===== src/rtl/mem_load_extend_if.sv =====
// Request/result handshake bundle for mem_load_extend.
// The slave side is the load-extend unit; the master side issues loads and consumes results.
interface mem_load_extend_if #(
  parameter int WORD_W = 32
);
  localparam int OFF_W = $clog2(WORD_W / 8);

  logic              in_valid;
  logic              in_ready;
  logic [2:0]        load_type;
  logic [OFF_W-1:0]  byte_offset;
  logic [WORD_W-1:0] mem_word;
  logic [WORD_W-1:0] reg_old;
  logic              out_valid;
  logic              out_ready;
  logic [WORD_W-1:0] out_data;
  logic              out_err;

  modport master (
    output in_valid, load_type, byte_offset, mem_word, reg_old, out_ready,
    input  in_ready, out_valid, out_data, out_err
  );

  modport slave (
    input  in_valid, load_type, byte_offset, mem_word, reg_old, out_ready,
    output in_ready, out_valid, out_data, out_err
  );
endinterface


===== src/rtl/mem_load_extend.sv =====
// Load-data extension/merge unit (LB/LBU/LH/LHU/LW/LWL/LWR) feeding a small in-order
// result FIFO, with a saturating count of misaligned/reserved requests.
module mem_load_extend #(
  parameter int WORD_W     = 32,
  parameter int FIFO_DEPTH = 2
) (
  input  logic                  clk,
  input  logic                  reset,
  mem_load_extend_if.slave      bus,
  input  logic                  err_clear,
  output logic [7:0]            err_count
);
  localparam int OFF_W = $clog2(WORD_W / 8);
  localparam int N     = WORD_W / 8;
  localparam int PTR_W = $clog2(FIFO_DEPTH);
  localparam logic [WORD_W-1:0] ONES = '1;

  logic [7:0]        lane [N];
  logic [OFF_W-1:0]  half_off;
  logic [OFF_W-1:0]  lwl_off;
  logic [OFF_W+2:0]  lwl_sh;
  logic [OFF_W+2:0]  lwr_sh;
  logic [7:0]        sel_byte;
  logic [15:0]       sel_half;
  logic [WORD_W-1:0] res_data;
  logic              res_err;

  genvar gi;
  generate
    for (gi = 0; gi < N; gi++) begin : g_lane
      assign lane[gi] = bus.mem_word[8*gi +: 8];
    end
  endgenerate

  // Halfword lane pair is taken from the even-aligned offset; odd offsets are flagged anyway.
  assign half_off = {bus.byte_offset[OFF_W-1:1], 1'b0};
  assign lwl_off  = OFF_W'(N - 1) - bus.byte_offset;
  assign lwl_sh   = {lwl_off, 3'b000};
  assign lwr_sh   = {bus.byte_offset, 3'b000};
  assign sel_byte = lane[bus.byte_offset];
  assign sel_half = {lane[half_off + 1'b1], lane[half_off]};

  always_comb begin
    res_data = '0;
    res_err  = 1'b0;
    case (bus.load_type)
      3'd0: res_data = {{(WORD_W-8){sel_byte[7]}}, sel_byte};
      3'd1: res_data = {{(WORD_W-8){1'b0}}, sel_byte};
      3'd2: begin
        if (bus.byte_offset[0]) res_err = 1'b1;
        else res_data = {{(WORD_W-16){sel_half[15]}}, sel_half};
      end
      3'd3: begin
        if (bus.byte_offset[0]) res_err = 1'b1;
        else res_data = {{(WORD_W-16){1'b0}}, sel_half};
      end
      3'd4: begin
        if (bus.byte_offset != '0) res_err = 1'b1;
        else res_data = bus.mem_word;
      end
      // LWL fills the upper lanes from memory, LWR the lower ones; the rest keep reg_old.
      3'd5: res_data = (bus.mem_word << lwl_sh) | (bus.reg_old & ~(ONES << lwl_sh));
      3'd6: res_data = (bus.mem_word >> lwr_sh) | (bus.reg_old & ~(ONES >> lwr_sh));
      default: res_err = 1'b1;
    endcase
  end

  // Extra pointer bit distinguishes full from empty when the indices coincide.
  logic [PTR_W:0]  wr_ptr_reg;
  logic [PTR_W:0]  rd_ptr_reg;
  logic [WORD_W:0] entry_mem [FIFO_DEPTH];
  logic [7:0]      err_count_reg;
  logic            fifo_full;
  logic            fifo_empty;
  logic            push;
  logic            pop;

  assign fifo_empty = (wr_ptr_reg == rd_ptr_reg);
  assign fifo_full  = (wr_ptr_reg[PTR_W] != rd_ptr_reg[PTR_W]) &&
                      (wr_ptr_reg[PTR_W-1:0] == rd_ptr_reg[PTR_W-1:0]);
  assign push       = bus.in_valid && !fifo_full;
  assign pop        = !fifo_empty && bus.out_ready;

  assign bus.in_ready  = !fifo_full;
  assign bus.out_valid = !fifo_empty;
  assign bus.out_data  = entry_mem[rd_ptr_reg[PTR_W-1:0]][WORD_W-1:0];
  assign bus.out_err   = entry_mem[rd_ptr_reg[PTR_W-1:0]][WORD_W];
  assign err_count     = err_count_reg;

  always_ff @(posedge clk or negedge reset) begin
    if (!reset) begin
      wr_ptr_reg <= '0;
      rd_ptr_reg <= '0;
      for (int i = 0; i < FIFO_DEPTH; i++) entry_mem[i] <= '0;
    end else begin
      if (push) begin
        entry_mem[wr_ptr_reg[PTR_W-1:0]] <= {res_err, res_data};
        wr_ptr_reg <= wr_ptr_reg + 1'b1;
      end
      if (pop) rd_ptr_reg <= rd_ptr_reg + 1'b1;
    end
  end

  // Clear wins over a same-cycle increment.
  always_ff @(posedge clk or negedge reset) begin
    if (!reset) begin
      err_count_reg <= '0;
    end else if (err_clear) begin
      err_count_reg <= '0;
    end else if (push && res_err && (err_count_reg != 8'hFF)) begin
      err_count_reg <= err_count_reg + 8'd1;
    end
  end
endmodule


===== src/flat_wrapper.sv =====
// flat-port wrapper written by rule: the top's interface ports become plain ports
module mem_load_extend_flat 
#(
  parameter int WORD_W     = 32,
  parameter int FIFO_DEPTH = 2
)
  (clk, reset, err_clear, err_count, bus_in_valid, bus_load_type, bus_byte_offset, bus_mem_word, bus_reg_old, bus_out_ready, bus_in_ready, bus_out_valid, bus_out_data, bus_out_err);
  mem_load_extend_if #(.WORD_W(WORD_W)) bus_i ();
  input  logic clk;
  input  logic reset;
  input  logic err_clear;
  output logic [7:0] err_count;
  input wire logic [$bits(bus_i.in_valid)-1:0] bus_in_valid;
  input wire logic [$bits(bus_i.load_type)-1:0] bus_load_type;
  input wire logic [$bits(bus_i.byte_offset)-1:0] bus_byte_offset;
  input wire logic [$bits(bus_i.mem_word)-1:0] bus_mem_word;
  input wire logic [$bits(bus_i.reg_old)-1:0] bus_reg_old;
  input wire logic [$bits(bus_i.out_ready)-1:0] bus_out_ready;
  output wire logic [$bits(bus_i.in_ready)-1:0] bus_in_ready;
  output wire logic [$bits(bus_i.out_valid)-1:0] bus_out_valid;
  output wire logic [$bits(bus_i.out_data)-1:0] bus_out_data;
  output wire logic [$bits(bus_i.out_err)-1:0] bus_out_err;
  assign bus_i.in_valid = bus_in_valid;
  assign bus_i.load_type = bus_load_type;
  assign bus_i.byte_offset = bus_byte_offset;
  assign bus_i.mem_word = bus_mem_word;
  assign bus_i.reg_old = bus_reg_old;
  assign bus_i.out_ready = bus_out_ready;
  assign bus_in_ready = bus_i.in_ready;
  assign bus_out_valid = bus_i.out_valid;
  assign bus_out_data = bus_i.out_data;
  assign bus_out_err = bus_i.out_err;
  mem_load_extend #(.WORD_W(WORD_W), .FIFO_DEPTH(FIFO_DEPTH)) u_core (.clk(clk), .reset(reset), .bus(bus_i), .err_clear(err_clear), .err_count(err_count));
endmodule

===== config.mk =====
export PLATFORM = sky130hd
export DESIGN_NAME = mem_load_extend_flat
export DESIGN_NICKNAME = d
export VERILOG_FILES = /design/src/rtl/mem_load_extend_if.sv /design/src/rtl/mem_load_extend.sv /design/src/flat_wrapper.sv
export SDC_FILE = /design/constraint.sdc
export NUM_CORES = 1
export LEC_CHECK = 0
export ABC_AREA = 1
export CELL_PAD_IN_SITES_DETAIL_PLACEMENT = 1
export CELL_PAD_IN_SITES_GLOBAL_PLACEMENT = 1
export CORE_AREA = 4 4 180 95
export DETAILED_ROUTE_END_ITERATION = 16
export DIE_AREA = 0 0 184 99
export PLACE_DENSITY = 0.91
export SYNTH_ARGS = -nofsm -noshare
export SYNTH_HDL_FRONTEND = slang
export SYNTH_SLANG_ARGS = --single-unit
export TNS_END_PERCENT = 100

===== constraint.sdc =====
create_clock -name clk -period 3 [get_ports clk]
set_input_delay 0.9 -clock clk [delete_from_list [all_inputs] [get_ports clk]]
set_output_delay 0.9 -clock clk [all_outputs]
set_load 0.005 [all_outputs]

==> results_dict.tcl, run 1 <==
set metrics [dict create \
    synthFlopType "dfrtp_1" \
    syn_area_mm2 0.00591 \
    drt_pass1_iterations 5 \
    final_nets 1172 \
    synth.net_count 1058 \
    crit_start "u_core.rd_ptr_reg[0]" \
    worst_slew_pin_slew_ns 0.582 \
    pin_count 117 \
    fillers 2083 \
    synth-edff-count 0 \
    regToRegEndpoint "u_core.entry_mem[60]" \
    cp_max_fo 26 \
    dr.first_iter.drc_count 575 \
    cp-start-kind "register" \
    cts_buffers 9 \
    cts_max_level 3 \
    final_max_slew_viol_count 0 \
    place_ws_ns 0.134 \
    critical_path_class "register to output pin" \
    hp-start "u_core.entry_mem[13]" \
    die_x_um 184 \
    yosysWarnings 0 \
    status "finished, final reports clean" \
    netlist_instances 983 \
    core_area_mm2 0.0153 \
    max_freq_mhz 355 \
    die_height_um 99 \
    critPathRequiredTime_ns 2.10 \
    grt_pass1_wl_um 40100 \
    peakVddDrop_uv 328 \
    finalWorstSetupSlack_ns 0.186 \
    cts.sinks 78 \
    finClkSkew_ns 0.0164 \
    ff2ff_setup_slack_ns 0.94 \
    async_flop_share 1.00 \
    drc 0 \
    gp_congestion 1.03 \
    drive_above_1_share 0.0799 \
    stdcell_area_mm2 0.00769 \
    die-area_mm2 0.0182 \
    power.leakage_nw 4.14 \
    rows 32 \
    grt_pass1_vias 7357 \
    ys_types 31 \
    fin_setup_tns_ns 0 \
    dr_total_vias 7063 \
    final_common_cell "nand2_1" \
    final_core_util 0.503 \
    start_util 0.386 \
    arrival_ns 1.91 \
    reg2reg_depth 7 \
    wirelength_um 25000 \
    syn_to_final_growth_pct 30.2 \
    hold_path_depth 2 \
    power.density_mw_per_mm2 701 \
    relSlewSlack 0.612 \
    hpwl_um 18600 \
    routedWlPerCell_um 19.2 \
    insertion_delay_ns 0.35 \
    io_buffers 116 \
    cts_tree "yes" \
    setup_viol 0 \
    rsz0062_at_grt "no" \
    cts_max_path_buffers 2 \
    finalNonFillerCells 1306 \
    path_clk_slew_ns 0.07 \
    r2r-start "u_core.rd_ptr_reg[0]" \
    grt_remaining_overflow 0 \
    cts_hold_buf 0 \
    crit_path_end_kind "output pin" \
    mostFrequentLayoutCells "nand2_1, nand3_1, clkdlybuf4s50_1" \
    diodes 0 \
    post_cts_resized 0 \
    min_period_over_period 0.938 \
    hold_end "u_core.entry_mem[13]" \
    via_per_inst 5.41 \
    largest_reg_flops 66 \
    synth-seq-cells 78 \
    cts_root_buf "clkbuf_16" \
    grt_max_degree 42 \
    postCtsSetupBuffers 0 \
    cap_violations 0 \
    antenna_found_initial 0 \
    synth.avg_cell_area_um2 6.01 \
    seq_area_frac_synth 0.330 \
    timing.final.hold_violations 0 \
    track_usage 0.277 \
    antenna_left 0 \
    placedInstanceArea_mm2 0.00739 \
    dp_cells 1290 \
    holdCritPathClass "register to register" \
    min_period_ns 2.81 \
]
[through the flow]
| step | hold WS, ns | power, mW |
|---|---|---|
| 5_1_grt | 0.508 | 5.76 |
| 4_1_cts | 0.482 | 5.40 |
| 2_1_floorplan | 0.449 | 2.98 |
| 3_5_place_dp | 0.466 | 4.19 |
| 6_report | 0.483 | 5.39 |
| 3_3_place_gp | 0.462 | 4.08 |
[cell type report]
| type | count | area (um^2) | share of cell area |
|---|---|---|---|
| Multi-Input combinational cell | 820 | 3510 | 0.457 |
| Sequential cell | 78 | 1950 | 0.254 |
| Timing Repair Buffer | 157 | 1550 | 0.201 |
| Tap cell | 204 | 255 | 0.0332 |
| Clock buffer | 9 | 225 | 0.0293 |
| Inverter | 31 | 119 | 0.0155 |
| Clock inverter | 7 | 80.1 | 0.0104 |
[power breakdown]
part           internal [mW]  switching, mW  leakage [nW]
combinational           1.07           1.48          2.97
sequential              1.44          0.233          1.02
clock                  0.658          0.508         0.148
total                   3.17           2.22          4.14
[critical path, cell delays in order, from the launching register on]
cell and delay (ns):
dfrtp_1 0.35, clkinv_1 0.30, buf_12 0.29, nand2_1 0.07, nand2_1 0.09, clkdlybuf4s50_1 0.47
[kinds of logic after synthesis]
group	Yosys count	share of synthesized area
simple gates	753	0.525
buf+inv	85	0.0754
flops	78	0.330
compound gates	58	0.0538
xor+xnor	8	0.0131
fa+ha+maj	1	0.00212
[worst max path at each step]
| stage | to | slack, ns | cells after the start |
|---|---|---|---|
| floorplan | u_core.entry_mem[16] | 1.03 | 9 |
| CTS | bus_out_data[17] | 0.16 | 5 |
| global route | bus_out_data[13] | 0.08 | 5 |
| finish | bus_out_data[13] | 0.19 | 5 |
| detailed placement | u_core.entry_mem[7] | 0.13 | 9 |
| global placement | u_core.err_count[0] | 0.19 | 8 |
[metal layers]
metal / vias to the layer above / track usage / wire length [um] / share of wire
met5: - / 0 / 0 / 0
met4: 0 / 0.0642 / 354 / 0.014
met3: 30 / 0.0498 / 1680 / 0.067
met2: 232 / 0.452 / 11700 / 0.47
met1: 3485 / 0.384 / 11300 / 0.45
li1: 3316 / - / - / -
[synth_stat cells (5+ instances only)]
library cell	n	share of area
a21oi_1	6	0.0051
buf_2	21	0.018
buf_4	18	0.023
clkbuf_1	11	0.0070
dfrtp_1	78	0.33
inv_1	24	0.015
inv_2	5	0.0032
nand2_1	519	0.33
nand3_1	117	0.099
nand3_2	7	0.012
nor2_1	85	0.054
nor2_2	6	0.0064
o21ai_0	37	0.031
o21bai_1	8	0.010
xor2_1	6	0.0089
Power figures use the tool's default switching activity.
==> run 2, diff against run 1 <==
Settings changed: CORE_AREA 4 4 180 95 to 4 4 162 86, DIE_AREA 0 0 184 99 to 0 0 166 90, DONT_BUFFER_PORTS set to 1, PLACE_DENSITY 0.91 to 0.95, SLEW_MARGIN set to 0.
==> run 2 against run 1 <==
Utilization is 0.48 points lower. Hold slack worse by 0.23 ns. Fmax is 9.7% higher.
==> results_dict.tcl, run 2 (synthesis results as in run 1) <==
set metrics [dict create \
    antenna_found_initial 1 \
    wirelength_um 24500 \
    seq_area_mm2 0.00195 \
    holdCritPathClass "input port to async pin" \
    timing.final.hold_violations 0 \
    grt_pass1_wl_um 39000 \
    power.leakage_nw 3.52 \
    core_area_mm2 0.0124 \
    multi_input_comb_area_mm2 0.00351 \
    final_max_slew_viol_count 0 \
    cts.sinks 78 \
    final_nets 1027 \
    relSlewSlack 0.565 \
    worst_path_most_repeated_cell "nand2_1" \
    max_freq_mhz 390 \
    drive_above_1_share 0.0606 \
    diodes 0 \
    cpPeakStageDelay_ns 0.54 \
    die-area_mm2 0.0149 \
    antenna_left 0 \
    peakVddDrop_uv 709 \
    largest_reg_flops 66 \
    cts_max_path_buffers 2 \
    cts_tree "yes" \
    mostFrequentLayoutCells "nand2_1, nand3_1, nor2_1" \
    hpwl_um 16900 \
    finClkSkew_ns 0.00674 \
    worst_path_max_delay_cell "clkinvlp_4" \
    fin_setup_tns_ns 0 \
    io_buffers 0 \
    min_period_over_period 0.855 \
    postCtsSetupBuffers 0 \
    drc 0 \
    placedInstanceArea_mm2 0.00589 \
    power.density_mw_per_mm2 766 \
    cts_buffers 9 \
    cap_violations 0 \
    track_usage 0.324 \
    path_delay_family "buffers and inverters" \
    path_cells "clkinvlp_4 > nand2_1 > nand2_1" \
    min_period_ns 2.57 \
    syn_to_final_growth_pct 4.91 \
    reg2reg_depth 7 \
    ff2ff_setup_slack_ns 0.58 \
    final_common_cell "nand2_1" \
    grt_remaining_overflow 0 \
    grt_pass1_vias 6896 \
    routedWlPerCell_um 21.8 \
    pin_count 117 \
    cp-start-kind "register" \
    cts_root_buf "clkbuf_16" \
    regToRegEndpoint "u_core.entry_mem[46]" \
    path_buf_inv 1 \
    path_clk_slew_ns 0.06 \
    status "finished, final reports clean" \
    arrival_ns 1.67 \
    cts_max_level 3 \
    stdcell_area_mm2 0.00620 \
    drt_pass1_iterations 7 \
    dr.first_iter.drc_count 627 \
    worst_slew_pin_slew_ns 0.651 \
    setup_viol 0 \
    grt_max_degree 79 \
    rsz0062_at_grt "no" \
    rows 29 \
    insertion_delay_ns 0.35 \
    r2r-start "u_core.rd_ptr_reg[0]" \
    dr_total_vias 6772 \
    fillers 1746 \
    start_util 0.475 \
    die_height_um 90 \
    die_x_um 166 \
    gp_congestion 0.993 \
    via_per_inst 6.01 \
    critPathRequiredTime_ns 2.10 \
    critical_path_class "register to output pin" \
    cp_max_fo 34 \
    crit_path_end_kind "output pin" \
]
==> run 2: cell types whose count changed in the layout (fill, tap and decap cells not counted), moves of 2 or more <==
cell | before | now
buf_12 | 7 | 0
buf_4 | 35 | 12
clkbuf_8 | 0 | 2
clkinvlp_4 | 1 | 4
inv_6 | 2 | 0
clkdlybuf4s50_1 | 114 | 0
==> run 2: per-layer routing <==
layer	part of all wire	GRT usage	vias to the layer above
met5	0.00053	0	-
met4	0.022	0.0899	2
met3	0.10	0.103	67
met2	0.46	0.513	345
met1	0.42	0.430	3330
li1	-	-	3028
==> run 2: stage by stage <==
stage	std cells	hold WS (ns)	util	total power, mW	setup WS (ns)
CTS	1127	0.244	0.498	4.72	0.117
floorplan	983	0.449	-	2.98	1.03
finish	1127	0.250	0.498	4.75	0.434
global route	1127	0.233	0.498	5.02	0.321
global placement	1111	0.463	0.473	3.34	0.533
detailed placement	1111	0.470	0.473	3.44	0.467
==> run 2: repair_timing <==
item | CTS | global route
gates resized for setup | 0 | 1
setup endpoints to repair | 0 | 6
hold buffers | 0 | 0
==> run 2: power by group <==
group          internal (mW)  total (mW)  switching [mW]
Sequential              1.44        1.75           0.311
Clock                  0.689        1.17           0.478
Combinational          0.508        1.83            1.32
Total                   2.63        4.75            2.11
==> run 2: cell type report <==
type | instances | share of cell area
multi-input combinational | 820 | 0.566
sequential | 78 | 0.315
clock buffer | 11 | 0.0408
tap | 170 | 0.0343
inverter | 31 | 0.0198
timing repair buffer | 12 | 0.0145
clock inverter | 5 | 0.00928
==> run 2: worst register-to-register path, cell delays in order (launching register included) <==
cell and delay (ns):
dfrtp_1 0.39, buf_4 0.39, xnor2_2 0.16, nand2_2 0.17, nand3_2 0.38, inv_2 0.55
o21ai_0 0.21, nand2_1 0.12
==> run 2: worst max path at each step <==
| stage | start | to | slack (ns) | cells past startpoint |
|---|---|---|---|---|
| 2_1_floorplan | bus_byte_offset[1] | u_core.entry_mem[16] | 1.03 | 9 |
| 3_3_place_gp | bus_byte_offset[1] | u_core.entry_mem[54] | 0.53 | 9 |
| 3_5_place_dp | bus_byte_offset[1] | u_core.entry_mem[54] | 0.47 | 9 |
| 4_1_cts | u_core.rd_ptr_reg[0] | bus_out_data[4] | 0.12 | 3 |
| 5_1_grt | u_core.rd_ptr_reg[0] | bus_out_data[27] | 0.32 | 3 |
| 6_report | u_core.rd_ptr_reg[0] | bus_out_data[27] | 0.43 | 3 |
==> run 3, diff against run 2 <==
Settings changed: CORE_AREA 4 4 162 86 to 4 4 169 89, DIE_AREA 0 0 166 90 to 0 0 173 93, PLACE_DENSITY 0.95 to 0.9.
Clock period 3 ns to 2.7 ns, I/O delays scaled along.
==> run 3 against run 2 <==
Non-clock buffer count unchanged. Power up 10%. Routed wire length shrank 1.4%. Clock skew increased by 0.0059 ns. Critical endpoint is now bus_out_data[30].
==> results_dict.tcl, run 3 (synthesis results as in run 1) <==
set metrics [dict create \
    cts_root_buf "clkbuf_16" \
    cts_max_level 3 \
    r2r-start "u_core.rd_ptr_reg[0]" \
    holdCritPathClass "input port to async pin" \
    timing.final.hold_violations 0 \
    crit_path_end_kind "output pin" \
    rows 30 \
    via_per_inst 5.91 \
    core_area_mm2 0.0134 \
    track_usage 0.300 \
    routedWlPerCell_um 21.3 \
    critPathRequiredTime_ns 1.89 \
    final_max_slew_viol_count 0 \
    path_clk_slew_ns 0.06 \
    cts.sinks 78 \
    start_util 0.440 \
    crit_start "u_core.rd_ptr_reg[0]" \
    peakVddDrop_uv 403 \
    grt_remaining_overflow 0 \
    grt_pass1_wl_um 38000 \
    die-area_mm2 0.0161 \
    gp_congestion 0.915 \
    cp_max_fo 14 \
    largest_reg_flops 66 \
    status "finished, final reports clean" \
    multi_input_comb_area_mm2 0.00351 \
    cts_buffers 9 \
    setup_viol 0 \
    post_cts_resized 0 \
    hpwl_um 16500 \
    cts_hold_buf 0 \
    dr.first_iter.drc_count 519 \
    seq_area_mm2 0.00195 \
    rsz0062_at_grt "no" \
    max_freq_mhz 396 \
    diodes 0 \
    power.density_mw_per_mm2 845 \
    insertion_delay_ns 0.35 \
    arrival_ns 1.72 \
    syn_to_final_growth_pct 4.98 \
    drc 0 \
    wirelength_um 24200 \
    min_period_over_period 0.936 \
    cp-start-kind "register" \
    cts_tree "yes" \
    cts_max_path_buffers 2 \
    die_x_um 173 \
    pin_count 117 \
    antenna_found_initial 0 \
    antenna_left 0 \
    final_nets 1027 \
    grt_max_degree 79 \
    drive_above_1_share 0.0585 \
    final_common_cell "nand2_1" \
    finClkSkew_ns 0.0127 \
    die_height_um 93 \
    fillers 1862 \
    grt_pass1_vias 6732 \
    p_total_mw 5.24 \
    cap_violations 0 \
    io_buffers 0 \
    mostFrequentLayoutCells "nand2_1, nand3_1, nor2_1" \
    power.leakage_nw 3.54 \
    drt_pass1_iterations 5 \
    fin_setup_tns_ns 0 \
    final_core_util 0.462 \
    min_period_ns 2.53 \
    postCtsSetupBuffers 0 \
    critical_path_class "register to output pin" \
    dr_total_vias 6691 \
    worst_slew_pin_slew_ns 0.752 \
    relSlewSlack 0.498 \
]
## run 3: per-stage QoR
stage | setup WS (ns) | hold slack, ns | area [um^2] | std cells
finish | 0.172 | 0.162 | 6200 | 1133
detailed placement | 0.257 | 0.466 | 5910 | 1117
CTS | 0.182 | 0.148 | 6200 | 1133
global placement | 0.372 | 0.462 | 5910 | 1117
floorplan | 0.822 | 0.449 | 5910 | 983
global route | 0.104 | 0.146 | 6200 | 1133
## run 3: where the power goes
| part | switching, mW | leakage, nW | internal, mW |
|---|---|---|---|
| clock | 0.527 | 0.149 | 0.725 |
| combinational | 1.52 | 2.36 | 0.582 |
| sequential | 0.294 | 1.02 | 1.60 |
## run 3: per-layer routing
metal,share of wire,track usage
met2,0.45,0.490
met1,0.41,0.374
met3,0.11,0.0977
met5,0,0
met4,0.035,0.112
## run 3: worst paths after layout
check | endpoint | slack [ns] | depth (start not counted)
max | bus_out_data[30] | 0.17 | 4
min | u_core.err_count[7] | 0.16 | 0
max reg2reg | u_core.entry_mem[62] | 0.37 | 7
min reg2reg | u_core.entry_mem[33] | 0.48 | 2
max in group asynchronous | u_core.entry_mem[13] | 2.40 | 0
min in group clk | u_core.entry_mem[33] | 0.48 | 2
## run 3: final cells by class
| class | count | area share |
|---|---|---|
| clock inverter | 6 | 0.0111 |
| clock buffer | 10 | 0.0369 |
| multi-input combinational | 820 | 0.566 |
| inverter | 31 | 0.0192 |
| sequential | 78 | 0.315 |
| timing repair buffer | 12 | 0.0165 |
| tap | 176 | 0.0355 |
## run 3: worst max-delay path, cell delays in order, from the launching register on
cell      delay [ns]
dfrtp_1         0.36
clkinv_1        0.42
buf_4           0.38
nand2_1         0.11
nand2_1         0.10
==> RTL change, RTL diff (config.mk and constraints of run 3) <==
Remove the case item `3'd6` of the case on `bus.load_type`.
--- a/src/rtl/mem_load_extend.sv
+++ b/src/rtl/mem_load_extend.sv
@@ -62,3 +62,2 @@
       3'd5: res_data = (bus.mem_word << lwl_sh) | (bus.reg_old & ~(ONES << lwl_sh));
-      3'd6: res_data = (bus.mem_word >> lwr_sh) | (bus.reg_old & ~(ONES >> lwr_sh));
       default: res_err = 1'b1;
Function: changed (a bounded check fails within 4 cycles, from zero or initial values and one cycle with reset low).
==> RTL change against run 3 <==
Global-route usage decreased by 5.7 points. Power decreased by 4.1%. Setup slack improved by 0.12 ns. Clock power increased by 8%. Sequential cell count unchanged. Critical endpoint is now bus_out_valid. Fmax increased by 5.1%. Largest cell class unchanged. Cell area decreased by 6.4%. Synthesized cell count decreased by 7.5%. Area after synthesis decreased by 8.4%. Register-to-register slack improved by 0.20 ns. Via count decreased by 14%. Wire length decreased by 22%.
==> RTL change: results (changes against run 3) <==
CP Max Fanout 26 (was 14); Worst Tran Pin Value 1.16 ns (was 0.752 ns); WL/cell 17.7 um (was 21.3 um); ClkCell Share 5.56% (was 4.80%); VDD IR max 0.460 mV (was 0.403 mV); initial DRC count 443 (was 519); top cells by count, synth nand2_1 (547), dfrtp_1 (78), nand3_1 (75) (was nand2_1 (519), nand3_1 (117), nor2_1 (85)); GRT Overall Usage 24.3% (was 30.0%); Non-clk bufs 13 (was 12); vias in the first global route 5949 (was 6732); number of sequential cells 78 (unchanged); crit path capture bus_out_valid (was bus_out_data[30]); Seq area share 33.6% (was 31.5%); Avg Vias per Cell 5.38 (was 5.91); #MultiIn Comb 730 (was 820); share of layout cells above drive strength 1 4.94% (was 5.85%); sequential share of the synthesized area 36.1% (was 33.0%); first-pass GRT wire length 31400 um (was 38000 um); r2r setup slk 0.57 ns (was 0.37 ns); logic gate share of total power 35.3% (was 40.1%); status completed (unchanged); inverters 53 (was 31); ys flop type dfrtp_1 (unchanged); crit-path max cell delay 0.40 ns (was 0.42 ns); clock skew 0.00854 ns (was 0.0127 ns); multi-input logic portion of the cell area 51.7% (was 56.6%); Final #Nets 960 (was 1027); Mapped Nets 984 (was 1058); sw frac 41.0% (was 44.6%); reg2reg end u_core.entry_mem[61] (was u_core.entry_mem[62]); Layout non-clock buf frac 1.90% (was 1.65%); Pleak 3.37 nW (was 3.54 nW); worst path arrival time 1.59 ns (was 1.72 ns); most area-consuming cells after synthesis nand2_1 (38%), dfrtp_1 (36%), nand3_1 (6.9%), nor2_1 (3.5%), inv_1 (3.3%) (was dfrtp_1 (33%), nand2_1 (33%), nand3_1 (9.9%), nor2_1 (5.4%), o21ai_0 (3.1%))
## RTL change: cell count changes in the layout (fill, tap and decap cells not counted), sizes merged, moves of 7 or more
| cell | before | now |
|---|---|---|
| a21oi | 6 | 17 |
| nand3 | 125 | 76 |
| nand2 | 524 | 550 |
| o21bai | 8 | 1 |
| o21ai | 41 | 14 |
| inv | 32 | 53 |
| nor2 | 91 | 53 |
| nand4 | 4 | 11 |
## RTL change: through the flow
stage / instance area [um2] / setup WS (ns) / instances / power (mW)
6_report: 5810 / 0.296 / 1066 / 5.03
5_1_grt: 5810 / 0.157 / 1066 / 5.44
4_1_cts: 5810 / 0.275 / 1066 / 5.09
3_5_place_dp: 5490 / 0.385 / 1050 / 3.72
3_3_place_gp: 5490 / 0.459 / 1050 / 3.60
2_1_floorplan: 5410 / 0.775 / 909 / 3.25
## RTL change: layer usage
metal	up-vias	wire (um)	GRT usage [%]
met5	-	0	0
met4	0	385	6.97
met3	36	1130	6.38
met2	155	9250	42.7
met1	2811	8110	29.7
li1	2730	-	-
## RTL change: worst min-delay path by stage
stage | startpoint | end | slack, ns | depth (start not counted)
6_report | reset | u_core.entry_mem[8] | 0.16 | 0
4_1_cts | reset | u_core.err_count[0] | 0.14 | 0
5_1_grt | reset | u_core.entry_mem[8] | 0.14 | 0
3_5_place_dp | u_core.entry_mem[32] | u_core.entry_mem[32] | 0.46 | 2
3_3_place_gp | u_core.entry_mem[32] | u_core.entry_mem[32] | 0.46 | 2
2_1_floorplan | u_core.entry_mem[32] | u_core.entry_mem[32] | 0.44 | 2
## RTL change: kinds of logic after synthesis
logic type	Yosys count	share of synthesized area, %
AO/OA/AOI/OAI	32	3.00
flip-flops	78	36.1
buffers and inverters	101	8.48
XOR/XNOR	2	0.324
AND/OR/NAND/NOR	695	51.9
adder cells (fa/ha/maj)	1	0.231
